File: config.mk
export PLATFORM = sky130hd
export DESIGN_NAME = fft_power_drain
export DESIGN_NICKNAME = d
export VERILOG_FILES = /design/src/rtl/fft_power_drain.sv
export SDC_FILE = /design/constraint.sdc
export NUM_CORES = 2
export LEC_CHECK = 0
export CAP_MARGIN = 20
export CORE_ASPECT_RATIO = 1.4
export CORE_MARGIN = 1.5
export CORE_UTILIZATION = 59
export CTS_CLUSTER_SIZE = 20
export DETAILED_ROUTE_END_ITERATION = 8
export PLACE_DENSITY = 0.77
export SLEW_MARGIN = 20
export SYNTH_ARGS = -nofsm -noshare
export SYNTH_HDL_FRONTEND = slang
export SYNTH_SLANG_ARGS = --single-unit
File: constraint.sdc
create_clock -name clk -period 8.24 [get_ports clk]
set_input_delay 1.648 -clock clk [delete_from_list [all_inputs] [get_ports clk]]
set_output_delay 1.648 -clock clk [all_outputs]
set_load 0.02 [all_outputs]
File: src/rtl/fft_power_drain.sv
// fft_power_drain: consumes complex FFT bins from the core's read port,
// computes |X|^2 = re^2 + im^2 in a two-stage pipeline, buffers results in a
// credit-controlled FIFO and presents them on a valid/ready output tagged with
// bin index and a last flag. Signals frame completion with a one-cycle pulse.
//
// Optional feature macro: PEAK_TRACK_EN (tracks bin/value of maximum power).
//
// Ports:
//   clk, Reset                  clock, synchronous active-high reset
//   i_START, i_SAMP_NUMBER      arm a frame with the given bin count (IDLE only)
//   i_RDATA, i_RVALID, o_RREADY input bins {re[31:16], im[15:0]}, signed Q15
//   o_PWR_DATA/BIN/LAST/VALID,
//   i_PWR_READY                 power output stream
//   o_BUSY                      frame in progress
//   o_FRAME_DONE                pulse after the last word leaves
//   o_PEAK_BIN, o_PEAK_PWR      peak tracking result (zero when feature is off)
module fft_power_drain #(
  parameter int unsigned DEPTH = 8,
  parameter int unsigned BIN_W = 12
) (
  input  logic             clk,
  input  logic             Reset,
  input  logic             i_START,
  input  logic [BIN_W-1:0] i_SAMP_NUMBER,
  input  logic [31:0]      i_RDATA,
  input  logic             i_RVALID,
  output logic             o_RREADY,
  output logic [31:0]      o_PWR_DATA,
  output logic [BIN_W-1:0] o_PWR_BIN,
  output logic             o_PWR_LAST,
  output logic             o_PWR_VALID,
  input  logic             i_PWR_READY,
  output logic             o_BUSY,
  output logic             o_FRAME_DONE,
  output logic [BIN_W-1:0] o_PEAK_BIN,
  output logic [31:0]      o_PEAK_PWR
);

  localparam int unsigned PTR_W = $clog2(DEPTH);
  localparam int unsigned CNT_W = PTR_W + 1;
  localparam int unsigned OCC_W = CNT_W + 1;

  typedef enum logic [1:0] {
    IDLE  = 2'd0,
    RUN   = 2'd1,
    DRAIN = 2'd2,
    DONE  = 2'd3
  } state_t;

  state_t state, state_n;

  logic [BIN_W-1:0] count_q;
  logic [BIN_W-1:0] in_cnt;

  // Stage 1: squared components
  logic             s1_valid;
  logic [30:0]      s1_sq_re;
  logic [30:0]      s1_sq_im;
  logic [BIN_W-1:0] s1_bin;
  logic             s1_last;

  // Stage 2: summed power
  logic             s2_valid;
  logic [31:0]      s2_pwr;
  logic [BIN_W-1:0] s2_bin;
  logic             s2_last;

  // FIFO storage behind the output register
  logic [31:0]      mem_pwr  [DEPTH];
  logic [BIN_W-1:0] mem_bin  [DEPTH];
  logic             mem_last [DEPTH];
  logic [PTR_W-1:0] wr_ptr;
  logic [PTR_W-1:0] rd_ptr;
  logic [CNT_W-1:0] mem_cnt;

  logic             accept;
  logic             pop;
  logic             start_ok;
  logic             last_in;
  logic             load_out;
  logic             mem_rd;
  logic             bypass;
  logic             mem_wr;
  logic             out_valid_n;
  logic [CNT_W-1:0] mem_cnt_n;
  logic [OCC_W-1:0] total_n;
  logic             rready_n;
  logic signed [31:0] re_ext;
  logic signed [31:0] im_ext;
  logic [30:0]      sq_re;
  logic [30:0]      sq_im;

  // Next-state, handshakes, FIFO steering and credit computation
  always_comb begin
    state_n     = state;
    accept      = i_RVALID && o_RREADY;
    pop         = o_PWR_VALID && i_PWR_READY;
    start_ok    = (state == IDLE) && i_START && (i_SAMP_NUMBER != '0);
    last_in     = (in_cnt == (count_q - BIN_W'(1)));
    re_ext      = 32'($signed(i_RDATA[31:16]));
    im_ext      = 32'($signed(i_RDATA[15:0]));
    sq_re       = 31'(re_ext * re_ext);
    sq_im       = 31'(im_ext * im_ext);

    // The output register refills from storage first so ordering is kept;
    // a stage-2 word bypasses storage only when storage is empty.
    load_out    = !o_PWR_VALID || pop;
    mem_rd      = load_out && (mem_cnt != '0);
    bypass      = load_out && (mem_cnt == '0) && s2_valid;
    mem_wr      = s2_valid && !bypass;
    out_valid_n = load_out ? (mem_rd || bypass) : 1'b1;
    mem_cnt_n   = mem_cnt + CNT_W'(mem_wr) - CNT_W'(mem_rd);

    case (state)
      IDLE:    if (start_ok) state_n = RUN;
      RUN:     if (accept && last_in) state_n = DRAIN;
      DRAIN:   if (pop && o_PWR_LAST) state_n = DONE;
      DONE:    state_n = IDLE;
      default: state_n = IDLE;
    endcase

    // Credits: everything stored or in flight next cycle must fit in DEPTH
    total_n  = OCC_W'(mem_cnt_n) + OCC_W'(out_valid_n) + OCC_W'(accept) + OCC_W'(s1_valid);
    rready_n = (state_n == RUN) && (total_n < OCC_W'(DEPTH));
  end

  // State register, frame counters and status outputs
  always_ff @(posedge clk) begin
    if (Reset) begin
      state        <= IDLE;
      count_q      <= '0;
      in_cnt       <= '0;
      o_RREADY     <= 1'b0;
      o_BUSY       <= 1'b0;
      o_FRAME_DONE <= 1'b0;
    end else begin
      state        <= state_n;
      o_RREADY     <= rready_n;
      o_BUSY       <= (state_n != IDLE);
      o_FRAME_DONE <= (state_n == DONE);
      if (start_ok) begin
        count_q <= i_SAMP_NUMBER;
        in_cnt  <= '0;
      end else if (accept) begin
        in_cnt  <= in_cnt + BIN_W'(1);
      end
    end
  end

  // Two-stage power pipeline
  always_ff @(posedge clk) begin
    if (Reset) begin
      s1_valid <= 1'b0;
      s1_sq_re <= '0;
      s1_sq_im <= '0;
      s1_bin   <= '0;
      s1_last  <= 1'b0;
      s2_valid <= 1'b0;
      s2_pwr   <= '0;
      s2_bin   <= '0;
      s2_last  <= 1'b0;
    end else begin
      s1_valid <= accept;
      if (accept) begin
        s1_sq_re <= sq_re;
        s1_sq_im <= sq_im;
        s1_bin   <= in_cnt;
        s1_last  <= last_in;
      end
      s2_valid <= s1_valid;
      if (s1_valid) begin
        s2_pwr  <= {1'b0, s1_sq_re} + {1'b0, s1_sq_im};
        s2_bin  <= s1_bin;
        s2_last <= s1_last;
      end
    end
  end

  // FIFO storage array
  always_ff @(posedge clk) begin
    if (mem_wr) begin
      mem_pwr[wr_ptr]  <= s2_pwr;
      mem_bin[wr_ptr]  <= s2_bin;
      mem_last[wr_ptr] <= s2_last;
    end
  end

  // FIFO pointers and output register
  always_ff @(posedge clk) begin
    if (Reset) begin
      wr_ptr      <= '0;
      rd_ptr      <= '0;
      mem_cnt     <= '0;
      o_PWR_VALID <= 1'b0;
      o_PWR_DATA  <= '0;
      o_PWR_BIN   <= '0;
      o_PWR_LAST  <= 1'b0;
    end else begin
      mem_cnt     <= mem_cnt_n;
      o_PWR_VALID <= out_valid_n;
      if (mem_wr) wr_ptr <= wr_ptr + PTR_W'(1);
      if (mem_rd) begin
        rd_ptr     <= rd_ptr + PTR_W'(1);
        o_PWR_DATA <= mem_pwr[rd_ptr];
        o_PWR_BIN  <= mem_bin[rd_ptr];
        o_PWR_LAST <= mem_last[rd_ptr];
      end else if (bypass) begin
        o_PWR_DATA <= s2_pwr;
        o_PWR_BIN  <= s2_bin;
        o_PWR_LAST <= s2_last;
      end
    end
  end

`ifdef PEAK_TRACK_EN
  // Peak tracker: strict greater-than keeps the lowest bin on ties
  always_ff @(posedge clk) begin
    if (Reset) begin
      o_PEAK_BIN <= '0;
      o_PEAK_PWR <= '0;
    end else if (start_ok) begin
      o_PEAK_BIN <= '0;
      o_PEAK_PWR <= '0;
    end else if (pop && (o_PWR_DATA > o_PEAK_PWR)) begin
      o_PEAK_BIN <= o_PWR_BIN;
      o_PEAK_PWR <= o_PWR_DATA;
    end
  end
`else
  assign o_PEAK_BIN = '0;
  assign o_PEAK_PWR = '0;
`endif

endmodule

Word level (Yosys, flattened, before mapping) --
Memories as Yosys holds them, arrays and structs flattened. A register that Yosys moved wholly into a read port is not among the register bits. Index checks and enable logic that the tools add are counted. Widths: inputs -> output; s select.
Word-level totals: latch bits 0, register bits after elaboration 207, RAM bits 360, bits of input ports 49, memories kept 3, ROM bits 0, output and inout bits 93
Cells by class: reductions and logical operators 22, multiply operators 2, magnitude comparators 1, $add $sub $neg 10, mux-type cells 19, divide/modulo/power cells 0, equality and inequality tests 6, bitwise gates (word level) 0, shift-type cells 0
Memory list:
- mem_pwr | words 8, width 32, read ports 1, clocked after memory_dff 1, wr ports 1, line 69 | logic [31:0] mem_pwr [DEPTH];
- mem_bin | words 8, width 12, read ports 1, clocked after memory_dff 1, wr ports 1, line 70 | logic [BIN_W-1:0] mem_bin [DEPTH];
- mem_last | words 8, width 1, read ports 1, clocked after memory_dff 1, wr ports 1, line 71 | logic mem_last [DEPTH];
Operators with widths (count):
- $mux 32 | 2
- $mul 16x16->31 | 2
- $add 31x31->32 | 1
- $mux 12 | 2
- $mux 3 | 6
- $add 12x1->12 const B | 1
- $eq 12x12->1 | 1
- $reduce_bool 12->1 | 1
- $sub 12x1->12 const B | 1
- $logic_and 1x1->1 | 11
- $add 5x1->5 | 2
- $pmux 2 s4 | 1
- $add 3x1->3 const B | 2
- $eq 2x2->1 const B | 3
- $mux 2 | 3
- $add 4x1->5 | 1
- $lt 5x4->1 const B | 1
- $mux 1 | 5
- $add 4x1->4 | 1
- $eq 2x1->1 const B | 2
- $logic_not 4->1 | 1
- $reduce_bool 2->1 | 2
- $reduce_bool 4->1 | 1
- $sub 4x1->4 | 1
- 4 further kinds | 6

Logic depth before layout (Yosys ltp) --
depth in word-level cells 13, depth in mapped cells 25

Worst setup path after synthesis --
OpenSTA, ideal clock, no wires.
kind input to register, from input port i_RDATA[31], to register s1_sq_re[29], required time 8.126 ns, path buffers 2, setup slack 0.501 ns, stages 24, setup time 0.114 ns, data arrival time 7.625 ns, cell sequence clkbuf_1 inv_1 buf_1 nor2_1 fa_1 inv_1 fa_1 inv_1 fa_1 fa_1 fa_1 inv_1 fa_1 inv_1 ha_1 a21oi_1 nand2b_1 nor3_1 a2111oi_1 a211oi_2 o21ai_1 a31oi_1 xnor2_1 a21o_1
Between the ends: longest elaborated chain between the ends 1
RTL lines:
- start, declared | line 25 | input logic [31:0] i_RDATA,
- $mul 16x16->31 | line 102 | sq_re = 31'(re_ext * re_ext);
- end signal, assigned | line 165 | s1_sq_re <= sq_re;
- end, declared | line 57 | logic [30:0] s1_sq_re;
No other way between the ends. A chain may end at the register's enable or synchronous reset.

Worst setup path after layout --
from input port i_RDATA[26], to register s1_sq_re[30]
Same word-level chain as after synthesis.

==> summary.md <==
Final layout
• **fill cell count** 5169
• **final antenna diode count** 0
• **net total in the final layout** 4407
• **fraction of final layout cells with drive strength greater than 1** 8.11%
• **most frequent standard cell in the layout excluding fill and tap cells** inv_1
• **post-synthesis to final-layout area growth** 9.11%
• **multi-input logic area** 0.0224 mm²
• **flip-flop and latch area** 0.0150 mm²
• **most frequent cells in the layout** inv_1, fa_1, nand2_1, edfxtp_1, ha_1
• **final std cells w/o fill** 4587
• **Design Area, Final** 0.0442 mm²

Global route
• **first-pass GRT wire length** 143000 µm
• **number of antenna violations at the first check in global routing** 1
• **remaining global-route overflow** 0
• **Global Route Usage Sum** 26.2%
• **largest net degree at the start of global routing** 100
• **via count of the first global-routing pass** 28000

Worst setup path
• **data arrival time of the critical path** 8.07 ns
• **end of the worst register-to-register path** o_RREADY
• **worst flop-to-flop path startpoint** mem_cnt[2]
• **r2r setup slk** 4.44 ns
• **launching element type of the critical path** input port
• **critical path peak fanout** 13
• **data required time of the critical path** 8.73 ns
• **Critical Setup Path Class** input port to register
• **worst reg-to-reg path cell count** 13
• **sort of element at the end of the critical path** register

Die
• **Core Footprint** 0.0679 mm²
• **row count** 113
• **number of top-level pins** 142
• **die extent in y** 313 µm
• **floorplan die width** 224 µm
• **starting utilization of the core area** 59.6%
• **full die area** 0.0702 mm²

Power and ir drop
• **maximum ir drop on the vdd rail** 0.636 mV
• **post-layout total power** 0.0197 W
• **static leakage** 19.0 nW
• **Pwr Density** 447 mW/mm²

Detailed routing
• **count of unresolved DRC violations after routing** 0
• **average vias per placed instance** 5.67
• **Via Count** 26000
• **Wirelength per Cell** 19.1 µm
• **total detailed-routing wirelength** 87800 µm
• **drt pass-1 iters** 7
• **drt initial violations** 1773
• **count of antenna-violating nets left after detailed routing** 0

Clock tree
• **clk buf depth** 3
• **number of buffers inserted to repair setup after CTS** 0
• **latest clock arrival within the worst-skew pair** 0.60 ns
• **number of levels in the clock H-tree** 2
• **clock transition time at the flip-flop clock pins of the worst setup and hold paths** 0.06 ns
• **total number of clock tree sinks** 568
• **cts bufs inserted** 50
• **hold buffer count at CTS** 0
• **number of instances resized during post-cts repair** 0
• **buffer cell driving the clock tree root** clkbuf_16
• **clock tree from TritonCTS** yes

Synthesis
• **synth warn** 0
• **synthesized-area fraction occupied by xor and xnor cells** 2.84%
• **sequential fraction of the synthesis area** 37.0%
• **main combinational cell family by area after synthesis** adder cells
• **count of flip-flops with a built-in enable after synthesis** 360
• **proportion of register bits with asynchronous set or reset after synthesis** 0%
• **number of synthesized register bits** 568
• **Synth Area in Compound Gates** 6.46%
• **fraction of the mapped netlist area in adder cells** 29.4%
• **Synth cell types** 80
• **fraction of the mapped netlist area in simple logic gates** 8.77%
• **share of cell area taken by muxes after synthesis** 7.29%
• **average instance area after synthesis** 11.2 µm²
• **gate count after technology mapping** 3599
• **Main synth FF type** edfxtp_1
• **cell area after technology mapping** 0.0405 mm²

Worst hold path
• **end of the worst hold path** o_PWR_DATA[16]
• **launch point of the worst hold path** o_PWR_DATA[16]
• **worst hold path depth** 2
• **worst min path class** register to register

Timing
• **transition time at the pin with the least slew margin** 1.13 ns
• **highest clock frequency the design can meet** 132 MHz
• **count of endpoints failing hold in the final timing report** 0
• **post-layout minimum cycle time** 7.58 ns
• **final setup TNS** 0 ns
• **Slew Viols, Final** 0
• **unrepaired setup endpoints after global routing** false
• **worst setup margin** 0.661 ns
• **normalized max-slew margin** 24.4%
• **final worst-path cycle share** 92.0%
• **largest clock skew in the final design** 0.0199 ns
• **Finish-stage setup viols** 0

Run
• **number of maximum-capacitance violations** 0

Placed design
• **estimated wirelength of the detail-placed design** 64100 µm
• **total of buffers placed on input and output ports** 97
• **post-placement setup slack** 0.0895 ns
• **routability congestion estimate** 0.925
• **placed inst area** 0.0425 mm²
• **Placed Cells incl. Taps** 4493

Outcome
• **result of the run** finished, final reports clean

metal layers:
layer / routed length (µm) / GRT usage (%) / vias up
li1: - / - / 11900
met1: 31500 / 30.0 / 13200
met2: 48600 / 49.5 / 706
met3: 3780 / 2.43 / 236
met4: 3860 / 11.2 / 2
met5: 19 / 0 / -
cells in the mapped netlist, types with 14 or more instances:
cell type | instances | area share, %
a31oi_1 | 16 | 0.25
nor3_1 | 27 | 0.33
ha_1 | 216 | 6.7
xnor2_1 | 96 | 2.1
a21o_1 | 41 | 0.76
inv_1 | 655 | 6.1
a21oi_1 | 152 | 1.9
clkbuf_1 | 116 | 1.1
mux2i_1 | 81 | 2.0
mux4_2 | 90 | 5.0
nand2b_1 | 21 | 0.32
dfxtp_1 | 208 | 10
o211ai_1 | 45 | 0.83
o21ai_0 | 39 | 0.48
nand3_1 | 30 | 0.37
edfxtp_1 | 360 | 27
buf_1 | 14 | 0.13
nor2_1 | 215 | 2.0
xor2_1 | 35 | 0.76
buf_4 | 44 | 0.82
nand2_1 | 382 | 3.5
fa_1 | 459 | 23
and2_1 | 53 | 0.82
flip-flops by register name, summed over array words and instances, names as in the netlist, 2 cells and up, named ones only:
register and cells:
mem_cnt 4, s1_sq_im 30, in_cnt 12, wr_ptr 3, s1_bin 12, state 2
s2_pwr 32, o_PWR_BIN 12, mem_pwr 256, o_PWR_DATA 32, mem_bin 96, s2_bin 12
count_q 12, rd_ptr 3, mem_last 8, s1_sq_re 30
stage by stage:
step	hold slack, ns	util [%]
after floorplan	0.436	-
after global placement	0.441	62.6
after detailed placement	0.446	62.6
after CTS	0.455	65.1
after global routing	0.471	65.1
final	0.452	65.1
cells by family (layout without fill, tap and decap cells):
group / count (synthesis) / count (layout)
AOI/OAI and AO/OA: 392 / 392
xor gates and xnor gates: 131 / 131
adders and majority gates: 675 / 675
buffers and inverters: 842 / 925
DFF: 568 / 568
muxes: 181 / 181
other: 1 / 44
and+or+nand+nor: 809 / 809
cell type report:
| class | count | area share [%] |
|---|---|---|
| Clock inverter | 27 | 0.623 |
| Inverter | 658 | 5.59 |
| Clock buffer | 67 | 3.15 |
| Multi-Input combinational cell | 2232 | 50.7 |
| Tap cell | 862 | 2.44 |
| Sequential cell | 568 | 33.9 |
| Timing Repair Buffer | 173 | 3.52 |
critical path: stages:
cell	delay (ns)
clkdlybuf4s50_1	0.87
inv_1	0.27
nor2_1	0.27
ha_1	0.29
xnor2_1	0.22
fa_1	0.44
fa_1	0.57
fa_1	0.45
fa_1	0.50
inv_1	0.05
fa_1	0.47
inv_1	0.04
ha_1	0.33
a21oi_1	0.20
nand2b_1	0.09
nor3_1	0.24
a2111oi_1	0.17
o21ai_1	0.22
o41ai_4	0.14
o41ai_4	0.29
o211ai_1	0.14
and3_1	0.17
worst max-delay path by stage:
stage / start / to / slack, ns / cells after the start
after floorplan: i_RDATA[31] / s1_sq_re[29] / 0.50 / 24
after global placement: i_RDATA[29] / s1_sq_re[29] / 0.19 / 23
after detailed placement: i_RDATA[19] / s1_sq_re[29] / 0.09 / 23
after CTS: i_RDATA[19] / s1_sq_re[29] / 0.69 / 23
after global routing: i_RDATA[5] / s1_sq_im[28] / 0.35 / 20
final: i_RDATA[26] / s1_sq_re[30] / 0.66 / 22
where the power goes:
group | switching [W] | internal [W]
Clock | 0.00107 | 0.00130
Combinational | 0.00777 | 0.00619
Sequential | 0.000214 | 0.00320
(Power assumes the default switching activity.)
